[src/rtl/vehicle_light_pkg.sv]
// Shared mode encoding for the vehicle light controller and its channel slices.
package vehicle_light_pkg;

    typedef enum logic [1:0] {
        MODE_OFF   = 2'd0,
        MODE_DIM   = 2'd1,
        MODE_ON    = 2'd2,
        MODE_BLINK = 2'd3
    } light_mode_t;

    localparam int MODE_W = 2;

    function automatic logic is_ramped(input light_mode_t m);
        return m != MODE_BLINK;
    endfunction

endpackage

[src/rtl/light_pwm_channel.sv]
// One light channel: level ramp/blink/override tracking and registered PWM compare.
// Level updates one clock after a tick/override/blink phase; pwm lags level by one clock; no backpressure.
module light_pwm_channel
    import vehicle_light_pkg::*;
#(
    parameter int DUTY_W    = 10,
    parameter int DIM_DUTY  = 31,
    parameter int RAMP_STEP = 32
) (
    input  logic              clk,
    input  logic              rst,
    input  light_mode_t       mode,
    input  logic              override_req,
    input  logic              tick,
    input  logic              blink_phase,
    input  logic [DUTY_W-1:0] cnt,
    output logic [DUTY_W-1:0] level,
    output logic              pwm
);

    localparam int MAX_I  = 2**DUTY_W - 1;
    localparam int STEP_I = (RAMP_STEP > MAX_I) ? MAX_I : RAMP_STEP;
    localparam logic [DUTY_W:0] MAX_W  = (DUTY_W+1)'(MAX_I);
    localparam logic [DUTY_W:0] DIM_W  = (DUTY_W+1)'(DIM_DUTY);
    localparam logic [DUTY_W:0] STEP_W = (DUTY_W+1)'(STEP_I);

    logic [DUTY_W:0] target;
    logic [DUTY_W:0] cur;
    logic [DUTY_W:0] diff;
    logic [DUTY_W:0] delta;
    logic [DUTY_W:0] next_lvl;

    always_comb begin
        target = '0;
        case (mode)
            MODE_DIM:   target = DIM_W;
            MODE_ON:    target = MAX_W;
            MODE_BLINK: target = blink_phase ? MAX_W : '0;
            default:    target = '0;
        endcase

        cur      = {1'b0, level};
        diff     = (target > cur) ? (target - cur) : (cur - target);
        delta    = (diff > STEP_W) ? STEP_W : diff;
        next_lvl = cur;

        // Override beats blink and ramp, including on a tick cycle.
        if (override_req) begin
            next_lvl = MAX_W;
        end else if (!is_ramped(mode)) begin
            next_lvl = target;
        end else if (tick) begin
            next_lvl = (target > cur) ? (cur + delta) : (cur - delta);
        end

        if (next_lvl > MAX_W) begin
            next_lvl = MAX_W;
        end
    end

    always_ff @(posedge clk or posedge rst) begin
        if (rst) begin
            level <= '0;
            pwm   <= 1'b0;
        end else begin
            level <= next_lvl[DUTY_W-1:0];
            pwm   <= (cnt < level);
        end
    end

endmodule

[src/rtl/vehicle_light_controller.sv]
// Multi-channel light controller: shared PWM/ramp-tick/blink timers driving per-channel slices.
// Outputs registered (level 1 clock, pwm 2 clocks after a change); free-running, no backpressure.
module vehicle_light_controller
    import vehicle_light_pkg::*;
#(
    parameter int NUM_CH     = 4,
    parameter int DUTY_W     = 10,
    parameter int DIM_DUTY   = 31,
    parameter int RAMP_DIV   = 50000,
    parameter int RAMP_STEP  = 32,
    parameter int BLINK_HALF = 16750000
) (
    input  logic                     c50M,
    input  logic                     reset,
    input  logic [2*NUM_CH-1:0]      mode_i,
    input  logic [NUM_CH-1:0]        override_i,
    output logic [NUM_CH-1:0]        pwm_o,
    output logic [NUM_CH*DUTY_W-1:0] level_o,
    output logic                     blink_phase_o
);

    localparam int TICK_W  = (RAMP_DIV > 1) ? $clog2(RAMP_DIV) : 1;
    localparam int BLINK_W = (BLINK_HALF > 1) ? $clog2(BLINK_HALF) : 1;
    localparam logic [DUTY_W-1:0]  PWM_LAST   = DUTY_W'(2**DUTY_W - 2);
    localparam logic [TICK_W-1:0]  TICK_LAST  = TICK_W'(RAMP_DIV - 1);
    localparam logic [BLINK_W-1:0] BLINK_LAST = BLINK_W'(BLINK_HALF - 1);

    logic [DUTY_W-1:0]  pwm_cnt;
    logic [TICK_W-1:0]  tick_cnt;
    logic [BLINK_W-1:0] blink_cnt;
    logic               tick;
    logic               any_blink;

    assign tick = (tick_cnt == TICK_LAST);

    always_comb begin
        any_blink = 1'b0;
        for (int i = 0; i < NUM_CH; i++) begin
            if (light_mode_t'(mode_i[2*i +: 2]) == MODE_BLINK) begin
                any_blink = 1'b1;
            end
        end
    end

    always_ff @(posedge c50M or posedge reset) begin
        if (reset) begin
            pwm_cnt  <= '0;
            tick_cnt <= '0;
        end else begin
            pwm_cnt  <= (pwm_cnt == PWM_LAST) ? '0 : pwm_cnt + 1'b1;
            tick_cnt <= tick ? '0 : tick_cnt + 1'b1;
        end
    end

    // Blink timer idles at count 0 / lit so a newly blinking channel starts lit.
    always_ff @(posedge c50M or posedge reset) begin
        if (reset) begin
            blink_cnt     <= '0;
            blink_phase_o <= 1'b1;
        end else if (!any_blink) begin
            blink_cnt     <= '0;
            blink_phase_o <= 1'b1;
        end else if (blink_cnt == BLINK_LAST) begin
            blink_cnt     <= '0;
            blink_phase_o <= ~blink_phase_o;
        end else begin
            blink_cnt     <= blink_cnt + 1'b1;
        end
    end

    for (genvar gi = 0; gi < NUM_CH; gi++) begin : g_ch
        light_pwm_channel #(
            .DUTY_W    (DUTY_W),
            .DIM_DUTY  (DIM_DUTY),
            .RAMP_STEP (RAMP_STEP)
        ) u_ch (
            .clk          (c50M),
            .rst          (reset),
            .mode         (light_mode_t'(mode_i[2*gi +: 2])),
            .override_req (override_i[gi]),
            .tick         (tick),
            .blink_phase  (blink_phase_o),
            .cnt          (pwm_cnt),
            .level        (level_o[gi*DUTY_W +: DUTY_W]),
            .pwm          (pwm_o[gi])
        );
    end

endmodule

[config.mk]
export PLATFORM = sky130hd
export DESIGN_NAME = vehicle_light_controller
export DESIGN_NICKNAME = d
export VERILOG_FILES = /design/src/rtl/vehicle_light_pkg.sv /design/src/rtl/light_pwm_channel.sv /design/src/rtl/vehicle_light_controller.sv
export SDC_FILE = /design/constraint.sdc
export NUM_CORES = 1
export LEC_CHECK = 0
export CAP_MARGIN = 20
export CORE_AREA = 3 3 240 242
export DETAILED_ROUTE_END_ITERATION = 6
export DIE_AREA = 0 0 243 245
export MAX_ROUTING_LAYER = met4
export PLACE_DENSITY_LB_ADDON = 0.1
export SYNTH_ARGS = -nofsm -noshare
export SYNTH_HDL_FRONTEND = slang
export SYNTH_HIERARCHICAL = 1
export SYNTH_SLANG_ARGS = --single-unit
export TNS_END_PERCENT = 50
[constraint.sdc]
create_clock -name c50M -period 9.36 [get_ports c50M]
set_clock_uncertainty 0.2 [all_clocks]
set_input_delay 1.404 -clock c50M [delete_from_list [all_inputs] [get_ports c50M]]
set_output_delay 1.404 -clock c50M [all_outputs]
set_load 0.01 [all_outputs]
### Word-level counts from Yosys, hierarchy flattened

Cells that the tools add are included.

| storage, ports and cells | value |
|---|---|
| flip-flop bits (word level) | 95 |
| bits of input ports | 14 |
| output and inout port bits | 45 |
| logic and storage cells | 111 |

| cells by class | value |
|---|---|
| $add $sub $neg | 19 |
| $lt $le $gt $ge | 16 |
| equal/unequal tests | 20 |
| muxes and demuxes | 43 |
| bitwise gates (word level) | 1 |

Operators by type and width:

| cell | count |
|---|---|
| 11-bit 2-to-1 mux | 24 |
| 11-bit one-hot mux with 3 select lines | 4 |
| 10-bit by 11-bit subtractor with 11-bit output | 8 |
| 10-bit 2-to-1 mux | 6 |
| 24-bit 2-to-1 mux | 2 |
| 10-bit by 11-bit adder with 11-bit output | 4 |
| 11-bit by 10-bit greater-than comparator with 1-bit output | 4 |
| 11-bit by 10-bit greater-than comparator with 1-bit output, second input constant | 4 |
| 11-bit by 6-bit greater-than comparator with 1-bit output, second input constant | 4 |
| 11-bit by 10-bit subtractor with 11-bit output | 4 |
| 10-bit less-than comparator | 4 |
| 24-bit by 1-bit adder with 24-bit output, second input constant | 1 |
| 24-bit == test, second input constant | 1 |
| 16-bit by 1-bit adder with 16-bit output, second input constant | 1 |
| 16-bit == test, second input constant | 1 |
| 2-bit == test, second input constant | 8 |
| 16-bit 2-to-1 mux | 1 |
| 10-bit by 1-bit adder with 10-bit output, second input constant | 1 |
| 10-bit == test, second input constant | 1 |
| 2-bit by 1-bit == test with 1-bit output, second input constant | 4 |
| 2-bit inequality test, second input constant | 4 |
| 1-bit 2-to-1 mux | 6 |
| 2-bit by 1-bit inequality test with 1-bit output, second input constant | 1 |
| 1-bit inverter | 1 |

### Depth between registers and ports, before layout

Gate-level depths: netlist of the first run.

| logic depth | value |
|---|---|
| depth after elaboration | 13 |
| gate-level depth with buffers | 32 |
| gate-level depth less buffers | 30 |

### Hierarchy

Netlist of the first run, hierarchy kept.

By module, submodules not included:

| module | instances | cells each | area an instance (um^2) |
|---|---|---|---|
| light_pwm_channel (g_ch[2].u_ch ...) | 2 | 305 | 2334.7 |
| light_pwm_channel (g_ch[0].u_ch) | 1 | 367 | 2845.2 |
| light_pwm_channel (g_ch[1].u_ch) | 1 | 342 | 2688.8 |
| vehicle_light_controller | 1 | 254 | 2514.9 |

### Worst setup path after synthesis of the first run

OpenSTA, ideal clock, no wires.

| timing path | value |
|---|---|
| path kind | input port to flip-flop |
| start | input mode_i[0] |
| end | register g_ch[0].u_ch.level[6] |
| library setup time | 80 ps |
| data arrival time | 7449 ps |
| setup slack | 1631 ps |
| cell stages on the path | 26 |
| buffers on the path | 2 |
| cell sequence | and2_1 > clkbuf_1 > nand2_1 > o21ai_0 > inv_1 > fa_1 > xor2_2 > or3b_1 > or3_4 > and4_1 > a311o_1 > nor3_4 > o211ai_1 > ha_1 > a211oi_1 > a21oi_1 > ha_1 > a21o_1 > a21oi_1 > o21bai_1 > a2111oi_2 > o31a_1 > buf_2 > nor3_1 > mux2_4 > nor3_2 |

| on the way | value |
|---|---|
| longest elaborated chain between the ends | 13 |

RTL lines:

| element | RTL line | text |
|---|---|---|
| from (decl) | vehicle_light_controller.sv:15 | `input logic [2*NUM_CH-1:0] mode_i,` |
| 2-bit == test / 2-bit by 1-bit == test with 1-bit output (equally long branches) | light_pwm_channel.sv:35 | `case (mode)` |
| 11-bit one-hot mux with 3 select lines | light_pwm_channel.sv:35 |  |
| 10-bit by 11-bit subtractor with 11-bit output (tied with other cells) | light_pwm_channel.sv:43 | `diff = (target > cur) ? (target - cur) : (cur - target);` |
| 11-bit 2-to-1 mux | light_pwm_channel.sv:43 |  |
| 11-bit by 6-bit greater-than comparator with 1-bit output | light_pwm_channel.sv:44 | `delta = (diff > STEP_W) ? STEP_W : diff;` |
| 11-bit 2-to-1 mux | light_pwm_channel.sv:44 |  |
| 10-bit by 11-bit subtractor with 11-bit output / 10-bit by 11-bit adder with 11-bit output (equally long branches) | light_pwm_channel.sv:53 | `next_lvl = (target > cur) ? (cur + delta) : (cur - delta);` |
| 11-bit 2-to-1 mux | light_pwm_channel.sv:53 |  |
| 11-bit 2-to-1 mux | light_pwm_channel.sv:52 | `end else if (tick) begin` |
| 11-bit 2-to-1 mux (*) | light_pwm_channel.sv:50 | `end else if (!is_ramped(mode)) begin` |
| 11-bit 2-to-1 mux (*) | light_pwm_channel.sv:48 | `if (override_req) begin` |
| 11-bit by 10-bit greater-than comparator with 1-bit output | light_pwm_channel.sv:56 | `if (next_lvl > MAX_W) begin` |
| 10-bit 2-to-1 mux (*) | light_pwm_channel.sv:56 |  |
| named net g_ch[0].u_ch.next_lvl[6] | light_pwm_channel.sv:31 | `logic [DUTY_W:0] next_lvl;` |
| to (signal assigned) | light_pwm_channel.sv:66 | `level <= next_lvl[DUTY_W-1:0];` |
| to (decl) | light_pwm_channel.sv:17 | `output logic [DUTY_W-1:0] level,` |

The timed path passes the listed nets; every way through them passes the cells marked *.
A chain may end at the register's enable or synchronous reset.

### Worst setup path in the final report of the first run

| timing path | value |
|---|---|
| start | input mode_i[1] |
| end | register g_ch[0].u_ch.level[4] |

Same word-level chain as after synthesis.

==> results of run 1 <==
-- stage by stage --
stage	cell area, sq um	util (%)	hold WS [ns]	cells
after floorplan	12700	-	0.251	1573
after global placement	14100	25.5	0.278	2348
after detailed placement	14100	25.5	0.279	2348
after CTS	14400	26.1	0.289	2363
after global routing	14400	26.1	0.305	2364
final	14400	26.1	0.285	2364
-- registers in the layout (all words and copies together) (netlist names) --
signal and flops:
g_ch.u_ch/level 40, blink_cnt 24, pwm_cnt 10, blink_phase_o 1, tick_cnt 16, g_ch.u_ch/pwm 4
-- cells by family (layout without fill, tap and decap cells) --
group,after synthesis,count (layout),share of synthesized area [%]
other cells,0,1,0
buf+inv,162,204,5.77
mux,16,16,1.30
flops,95,95,18.7
fa+ha+maj,176,176,18.0
xor+xnor,98,98,6.87
simple gates,531,531,23.1
compound gates,495,495,26.2
-- report_power, final --
| part | total (mW) | internal [mW] | switching, mW |
|---|---|---|---|
| sequential | 0.429 | 0.418 | 0.0103 |
| combinational | 0.332 | 0.128 | 0.204 |
| clock | 0.401 | 0.220 | 0.180 |
| total | 1.16 | 0.767 | 0.394 |
-- critical path, stage by stage --
cell	delay (ns)
clkdlybuf4s50_1	0.55
and2_1	0.31
nand2_1	0.11
o21ai_0	0.26
inv_1	0.32
fa_1	0.56
xor2_2	0.23
or3b_1	0.42
or3_4	0.44
and4_1	0.21
a311o_1	0.37
nor3_4	0.16
o211ai_1	0.12
ha_1	0.28
nand3_1	0.08
o21ai_0	0.08
a21oi_1	0.22
ha_1	0.31
a21o_1	0.17
a21oi_1	0.23
o21bai_1	0.14
a2111oi_2	0.55
o31a_1	0.51
buf_4	0.25
or4_1	0.11
o21ai_0	0.08
nor3_1	0.18
-- layer usage --
metal	wire length, um	part of all wire [%]
met5	0	0
met4	662	1.6
met3	740	1.8
met2	18900	46
met1	20700	51
-- layout by cell type, fill, tap and decap left out, types with 58 or more instances in the layout --
cell type,instances
a21oi_1,136
clkdlybuf4s50_1,58
dfrtp_1,94
ha_1,164
inv_1,96
nand2_1,91
nand3_1,60
nor2_1,126
o21ai_0,81
xnor2_1,61
-- final timing paths --
check | from | to
setup / recovery | mode_i[1] | g_ch[0].u_ch/level[4]
hold / removal | tick_cnt[0] | tick_cnt[0]
setup reg to reg | blink_phase_o | g_ch[3].u_ch/level[9]
hold reg to reg | tick_cnt[0] | tick_cnt[0]
max in group asynchronous | reset | blink_cnt[17]
min in group asynchronous | reset | g_ch[2].u_ch/level[9]
-- cell type report --
cell class	count	area [sq um]
diodes	1	2.50
clock buffers	12	256
clock inverters	3	42.5
fillers	6045	40900
inverters	98	368
multi-input cells	1316	9610
flip-flops and latches	95	2380
well taps	748	936
repair buffers	91	828
==> flow_metrics.py, run 1 <==
metrics = {
    "run_status": {
        "status": "completed",
    },
    "cts": {
        "htree_levels": 3,
        "cts_buffers": 9,
        "ctsHoldBuffers": 0,
        "clock_latency_ns": 0.38,
        "cts_tree": "yes",
        "cts_setup_buffers": 0,
        "clockRootBuffer": "clkbuf_16",
        "clk_pin_slew_worst_paths_ns": 0.07,
        "clock_path_buffers": 2,
        "cts.sinks": 95,
        "ctsResizeCount": 0,
    },
    "sta": {
        "hold_viol": 0,
        "fmax_ghz": 0.117,
        "relSlewSlack_pct": 36.6,
        "setup_viol_count_final": 0,
        "min_period_ns": 8.57,
        "fin_crit_sh_pct": 91.6,
        "rsz0062_at_grt": "false",
        "setup_slack_ns": 0.786,
        "tightest_slew_ns": 0.950,
        "maxSlewViolCount": 0,
        "fin_tns_setup_ns": 0,
    },
    "grt": {
        "grtUsageMet1_pct": 19.1,
        "antenna_found_initial": 2,
        "grt_usage_pct": 14.2,
        "grt_max_degree": 52,
        "global_route.usage.met2_pct": 22.9,
        "top_usage_layer": "met2",
        "grt_overflow": 0,
        "grt_util_met3_pct": 1.28,
        "grt_pass1_vias": 11700,
        "grt_pass1_wl_um": 66200,
    },
    "power": {
        "powerDensity_mw_per_mm2": 80.5,
        "ir_worst_vdd_uv": 96.7,
        "power.leakage_nw": 6.30,
        "power_mw": 1.16,
    },
    "yosys": {
        "synth_top_area_share_pct": 18.5,
        "ys_seq_area_share_pct": 18.7,
        "yosysTopAreaCell": "dfrtp_1",
        "yosysMostFrequentCell": "ha_1",
        "synthTopCellsByArea": "dfrtp_1 18%, ha_1 16%, a21oi_1 5.4%",
        "synth_top_flop_cell": "dfrtp_1",
        "ys_types": 105,
        "synth_cells": 1573,
        "synth.top_cells.by_count": "164 x ha_1, 136 x a21oi_1, 126 x nor2_1, 97 x inv_1, 94 x dfrtp_1",
        "ys_warn_count": 6,
        "synth_area_per_cell_sq_um": 8.09,
        "synth_fp_nets": 1763,
        "ys_async_sr_fraction_pct": 100,
        "netlist_area_sq_mm": 0.0127,
        "synth_edf_count": 0,
        "synth_seq_cells": 95,
    },
    "drt": {
        "antenna_left": 0,
        "vias_per_cell": 4.93,
        "num_vias": 11700,
        "firstDrtPassIters": 5,
        "drc_errors": 0,
        "wl_um": 41000,
        "post_drt_wl_per_cell_um": 17.4,
        "first_iter_violations": 650,
    },
    "place": {
        "pre_cts_ws_ns": 0.299,
        "gp_congestion": 0.794,
        "dp_hpwl_um": 32400,
        "io_buffers": 58,
    },
    "hold_path": {
        "worstHoldPathCells": 1,
        "hp-class": "reg2reg",
    },
    "cells_and_area": {
        "drive_gt1_share_pct": 7.49,
        "nNetsFinal": 1801,
        "area_delta_synth_final_pct": 13.4,
    },
    "worst_setup_path": {
        "r2r_cells": 27,
        "critPathKind": "in2reg",
        "crit_path_start_kind": "input port",
        "critical_path_arrival_ns": 8.66,
        "required_ns": 9.44,
        "cp-end-kind": "flop",
        "rrSetupSlack_ns": 1.62,
        "cp_max_fo": 10,
    },
    "floorplanning": {
        "initial_core_util_pct": 23.0,
        "die_y_um": 245,
        "num_rows": 86,
        "ios": 59,
        "die_area_sq_mm": 0.0595,
        "die_w_um": 243,
        "core_area_sq_mm": 0.0553,
    },
    "job": {
        "max_cap_viol_count": 0,
    },
}
No activity file was read; power rests on OpenSTA's default activity.
==> run 2: changes to the inputs <==
- GPL_ROUTABILITY_DRIVEN: default -> 0
- PLACE_DENSITY: default -> 0.47
- PLACE_DENSITY_LB_ADDON: 0.1 -> default
- RECOVER_POWER: default -> 25
==> flow_metrics.py, run 2 (same netlist as run 1, synthesis figures left out) <==
metrics = {
    "floorplanning": {
        "die_area_sq_mm": 0.0595,
        "initial_core_util_pct": 23.0,
        "die_y_um": 245,
        "die_w_um": 243,
        "num_rows": 86,
        "ios": 59,
        "core_area_sq_mm": 0.0553,
    },
    "cts": {
        "ctsHoldBuffers": 0,
        "cts_setup_buffers": 0,
        "clock_path_buffers": 2,
        "clockRootBuffer": "clkbuf_16",
        "clock_latency_ns": 0.37,
        "clk_pin_slew_worst_paths_ns": 0.07,
        "cts_tree": "yes",
        "ctsResizeCount": 0,
        "cts_buffers": 9,
        "cts.sinks": 95,
        "htree_levels": 3,
    },
    "grt": {
        "antenna_found_initial": 2,
        "global_route.usage.met2_pct": 21.5,
        "grtUsageMet1_pct": 18.0,
        "grt_overflow": 0,
        "grt_pass1_wl_um": 63700,
        "grt_pass1_vias": 11500,
        "grt_max_degree": 50,
        "top_usage_layer": "met2",
        "grt_usage_pct": 13.5,
        "grt_util_met3_pct": 1.91,
    },
    "power": {
        "combPwrFrac_pct": 28.8,
        "powerDensity_mw_per_mm2": 79.1,
        "power.leakage_nw": 6.25,
        "power_switching_uw": 393,
        "p_int_uw": 742,
        "pwr-share-seq_pct": 37.8,
        "ir_worst_vdd_uv": 97.7,
        "p_clk_share_pct": 33.4,
        "netSwitchingFraction_pct": 34.6,
        "power_mw": 1.13,
    },
    "run_status": {
        "violations": "max-capacitance violations, max-slew violations",
        "status": "complete, but fails checks",
    },
    "sta": {
        "fin_tns_setup_ns": 0,
        "fin_crit_sh_pct": 92.1,
        "tightest_slew_ns": 2.18,
        "min_period_ns": 8.62,
        "setup_viol_count_final": 0,
        "relSlewSlack_pct": -45.4,
        "maxSlewViolCount": 47,
        "fmax_ghz": 0.116,
        "rsz0062_at_grt": "false",
        "hold_viol": 0,
    },
    "drt": {
        "antenna_left": 0,
        "num_vias": 11900,
        "wl_um": 39300,
        "first_iter_violations": 1027,
        "firstDrtPassIters": 6,
        "drc_errors": 0,
        "vias_per_cell": 5.04,
        "post_drt_wl_per_cell_um": 16.7,
    },
    "cells_and_area": {
        "nNetsFinal": 1792,
        "reg_top3": "g_ch.u_ch/level x40, blink_cnt x24, tick_cnt x16",
        "drive_gt1_share_pct": 6.97,
        "final_common_cell": "ha_1",
        "area_delta_synth_final_pct": 12.8,
        "largest-register": "g_ch.u_ch/level",
        "final_cell_mix": "164 x ha_1, 136 x a21oi_1, 126 x nor2_1, 97 x inv_1, 94 x dfrtp_1",
        "largest_reg_flops": 40,
    },
    "worst_setup_path": {
        "cp_num_buf_inv": 2,
        "required_ns": 9.38,
        "critPathKind": "in2reg",
        "slowest_delay_ns": 0.69,
        "crit_path_top_delay_cell": "a2111oi_1",
        "cp_top_family": "compound AO/OA/AOI/OAI gates",
        "cp-end-kind": "flop",
        "cp_max_fo": 10,
        "critical_path_arrival_ns": 8.64,
        "crit_path_start_kind": "input port",
    },
    "job": {
        "max_cap_viol_count": 1,
    },
    "place": {
        "dp_hpwl_um": 30500,
        "io_buffers": 58,
    },
    "hold_path": {
        "hp-class": "reg2reg",
    },
}
run 2: cell types whose count changed in the layout (fill, tap and decap cells not counted):
cell,delta
buf_4,-10
clkinv_4,+2
bufinv_16,-1
clkdlybuf4s50_1,-1
dlygate4sd3_1,+1
inv_1,+1
inv_2,-1
inv_8,+1
run 2: layout make-up:
class                      count  area [sq um]
sequential                    95          2380
inverter                      98           368
tap                          748           936
clock buffer                  11           253
antenna                        1          2.50
fill                        6023         41000
timing repair buffer          82           757
clock inverter                 5          41.3
multi-input combinational   1316          9610
run 2: worst paths after layout:
kind	to	slack, ns	startpoint	cells after the start
min in group asynchronous	pwm_cnt[2]	1.38	reset	2
max	g_ch[2].u_ch/level[8]	0.74	mode_i[4]	26
max in group asynchronous	blink_cnt[9]	6.70	reset	3
min reg2reg	blink_cnt[0]	0.29	blink_cnt[0]	1
max reg2reg	g_ch[2].u_ch/level[8]	1.57	blink_phase_o	24
min	blink_cnt[0]	0.29	blink_cnt[0]	1
run 2: stage by stage:
step	instance area, sq um	util (%)	setup WS (ns)	hold slack (ns)	cells
2_1_floorplan	12700	-	1.63	0.251	1573
6_report	14300	25.9	0.737	0.294	2356
5_1_grt	14300	25.9	0.0474	0.308	2356
3_3_place_gp	14000	25.4	0.546	0.275	2339
4_1_cts	14300	25.9	0.669	0.300	2355
3_5_place_dp	14000	25.4	0.304	0.280	2339
run 2: routing by layer:
layer	up-vias	share of wire [%]
met1	5726	49
met2	245	45
met4	0	1.7
li1	5868	-
met3	38	3.8
met5	-	0
run 2: power groups by stage:
stage | combinational (mW) | sequential [mW] | clock, mW
4_1_cts | 0.325 | 0.429 | 0.403
3_3_place_gp | 0.323 | 0.437 | 0
3_5_place_dp | 0.322 | 0.437 | 0
2_1_floorplan | 0.250 | 0.434 | 0
5_1_grt | 0.367 | 0.431 | 0.417
6_report | 0.327 | 0.429 | 0.379
==> edit, RTL diff (config.mk and constraints of run 2) <==
Change the parameter `RAMP_DIV` from 50000 to 100000.
--- a/src/rtl/vehicle_light_controller.sv
+++ b/src/rtl/vehicle_light_controller.sv
@@ -6,7 +6,7 @@
     parameter int NUM_CH     = 4,
     parameter int DUTY_W     = 10,
     parameter int DIM_DUTY   = 31,
-    parameter int RAMP_DIV   = 50000,
+    parameter int RAMP_DIV   = 100000,
     parameter int RAMP_STEP  = 32,
     parameter int BLINK_HALF = 16750000
 ) (
Behaviour: same outputs for any inputs over 10 cycles, from zero or initial values and one cycle with reset high; that may be too few to reach the edited logic, so the function may still have changed.
==> edit against run 2 <==
Design area is 0.90% higher; power is 3.3% higher; area after synthesis rose by 0.57%; die area unchanged; setup slack got worse by 0.12 ns; critical path type unchanged; via count shrank 0.22%; critical endpoint is now g_ch[3].u_ch/level[1]$_DFF_PP0_; sequential cell count increased by 1; routed wire length fell by 1.7%; combinational power about the same.
==> edit: results (changes against run 2) <==
Global routing
  – Pin count of the biggest net entering global routing: 73 (was 50)
  – GRT Total Usage: 13.3% (was 13.5%)
  – First-pass GRT wire length: 62.9 mm (was 63.7 mm)
  – Vias in the first global route: 11.5k (about the same)

Placement
  – Placed insts: 2349 (was 2339)
  – Post-DP HPWL: 30.3 mm (was 30.5 mm)

Synth
  – Main area contributors after synthesis: dfrtp_1 19%, ha_1 16%, a21oi_1 5.3%, xnor2_1 4.5%, nor2_1 3.8% (was dfrtp_1 18%, ha_1 16%, a21oi_1 5.4%, xnor2_1 4.2%, nor2_1 3.7%)
  – Seq/Total Area, Yosys: 18.8% (was 18.7%)
  – Synth Area in XOR/XNOR: 6.96% (was 6.87%)
  – Compound-gate portion of the synthesized area: 26.1% (was 26.2%)
  – Syn_nets: 1771 (was 1763)
  – Top cells by count, synth: 164 x ha_1, 135 x a21oi_1, 129 x nor2_1 (was 164 x ha_1, 136 x a21oi_1, 126 x nor2_1)
  – Mapped Cells: 1581 (was 1573)
  – Netlist cell types: 108 (was 105)

Layout
  – ClkCell Share: 2.23% (was 2.05%)
  – Sequential cell area share: 16.6% (about the same)
  – Comb_multi_in: 1323 (was 1316)
  – Non-clock buffer count: 85 (was 82)
  – Largest registers: g_ch.u_ch/level x40, blink_cnt x24, tick_cnt x17 (was g_ch.u_ch/level x40, blink_cnt x24, tick_cnt x16)
  – Layout cell share with drive strength beyond 1: 7.05% (was 6.97%)
  – Buffer share of cell area: 5.38% (was 5.28%)
  – Inverters: 98 (unchanged)
  – Fraction of area in multi-input gates: 66.8% (was 67.0%)

Power
  – Lkg Pwr: 6.28 nW (was 6.25 nW)
  – VDD IR max: 0.0000941 V (was 0.0000977 V)
  – Sw Ratio: 34.8% (was 34.6%)

Worst setup path
  – Critical path fanouts, max: 10 (unchanged)
  – Worst Reg2Reg Path Length in Cells: 26 (was 24)
  – CP arrival: 8.77 ns (was 8.64 ns)
  – Max incr delay on CP: 0.60 ns (was 0.69 ns)
  – Critical-path top delay cell: clkdlybuf4s50_1 (was a2111oi_1)

Run status
  – Outcome: finished, final reports clean (was complete, but fails checks)

Route
  – Via count: 11.9k (about the same)
  – Detailed Route Iter0 Violations: 835 (was 1027)
  – WL final: 38.6 mm (was 39.3 mm)

Clock tree
  – CTS Sinks: 96 (was 95)

Worst hold path
  – Hold Path Class: register to register (unchanged)
[edit: cell count changes in the layout (fill, tap and decap cells not counted), moves of 4 or more]
cell and change:
or4_1 -7, nand4_1 +10, nand2_1 -8, xnor2_1 +5, and3_1 +4, o31ai_1 -4
[edit: worst paths after layout]
check,startpoint,endpoint,slack (ns)
worst max-delay path,mode_i[6],g_ch[3].u_ch/level[1]$_DFF_PP0_,0.62
worst min-delay path,tick_cnt[0]$_DFF_PP0_,tick_cnt[0]$_DFF_PP0_,0.26
worst max register to register,blink_phase_o$_DFFE_PP1P_,g_ch[0].u_ch/level[3]$_DFF_PP0_,1.68
worst min register to register,tick_cnt[0]$_DFF_PP0_,tick_cnt[0]$_DFF_PP0_,0.26
max in group asynchronous,reset,blink_phase_o$_DFFE_PP1P_,6.54
min in group asynchronous,reset,g_ch[2].u_ch/level[9]$_DFF_PP0_,1.40
[edit: per-stage QoR]
step	area (sq um)	hold slack, ns
after global placement	14100	0.237
after floorplan	12800	0.224
after global routing	14500	0.271
after detailed placement	14100	0.251
final	14500	0.259
after CTS	14500	0.262
[edit: metal layers]
metal / share of wire, % / global-route usage, % / vias to the layer above
li1: - / - / 5896
met1: 50 / 18.2 / 5677
met2: 45 / 20.8 / 250
met3: 3.8 / 1.75 / 28
met4: 1.2 / 2.97 / 0
met5: 0 / - / -
[edit: power groups by stage]
stage / Clock [mW] / Sequential, mW / Combinational (mW)
floorplan: 0 / 0.437 / 0.249
global placement: 0 / 0.441 / 0.322
detailed placement: 0 / 0.440 / 0.323
CTS: 0.438 / 0.432 / 0.325
global route: 0.453 / 0.433 / 0.363
finish: 0.414 / 0.432 / 0.326
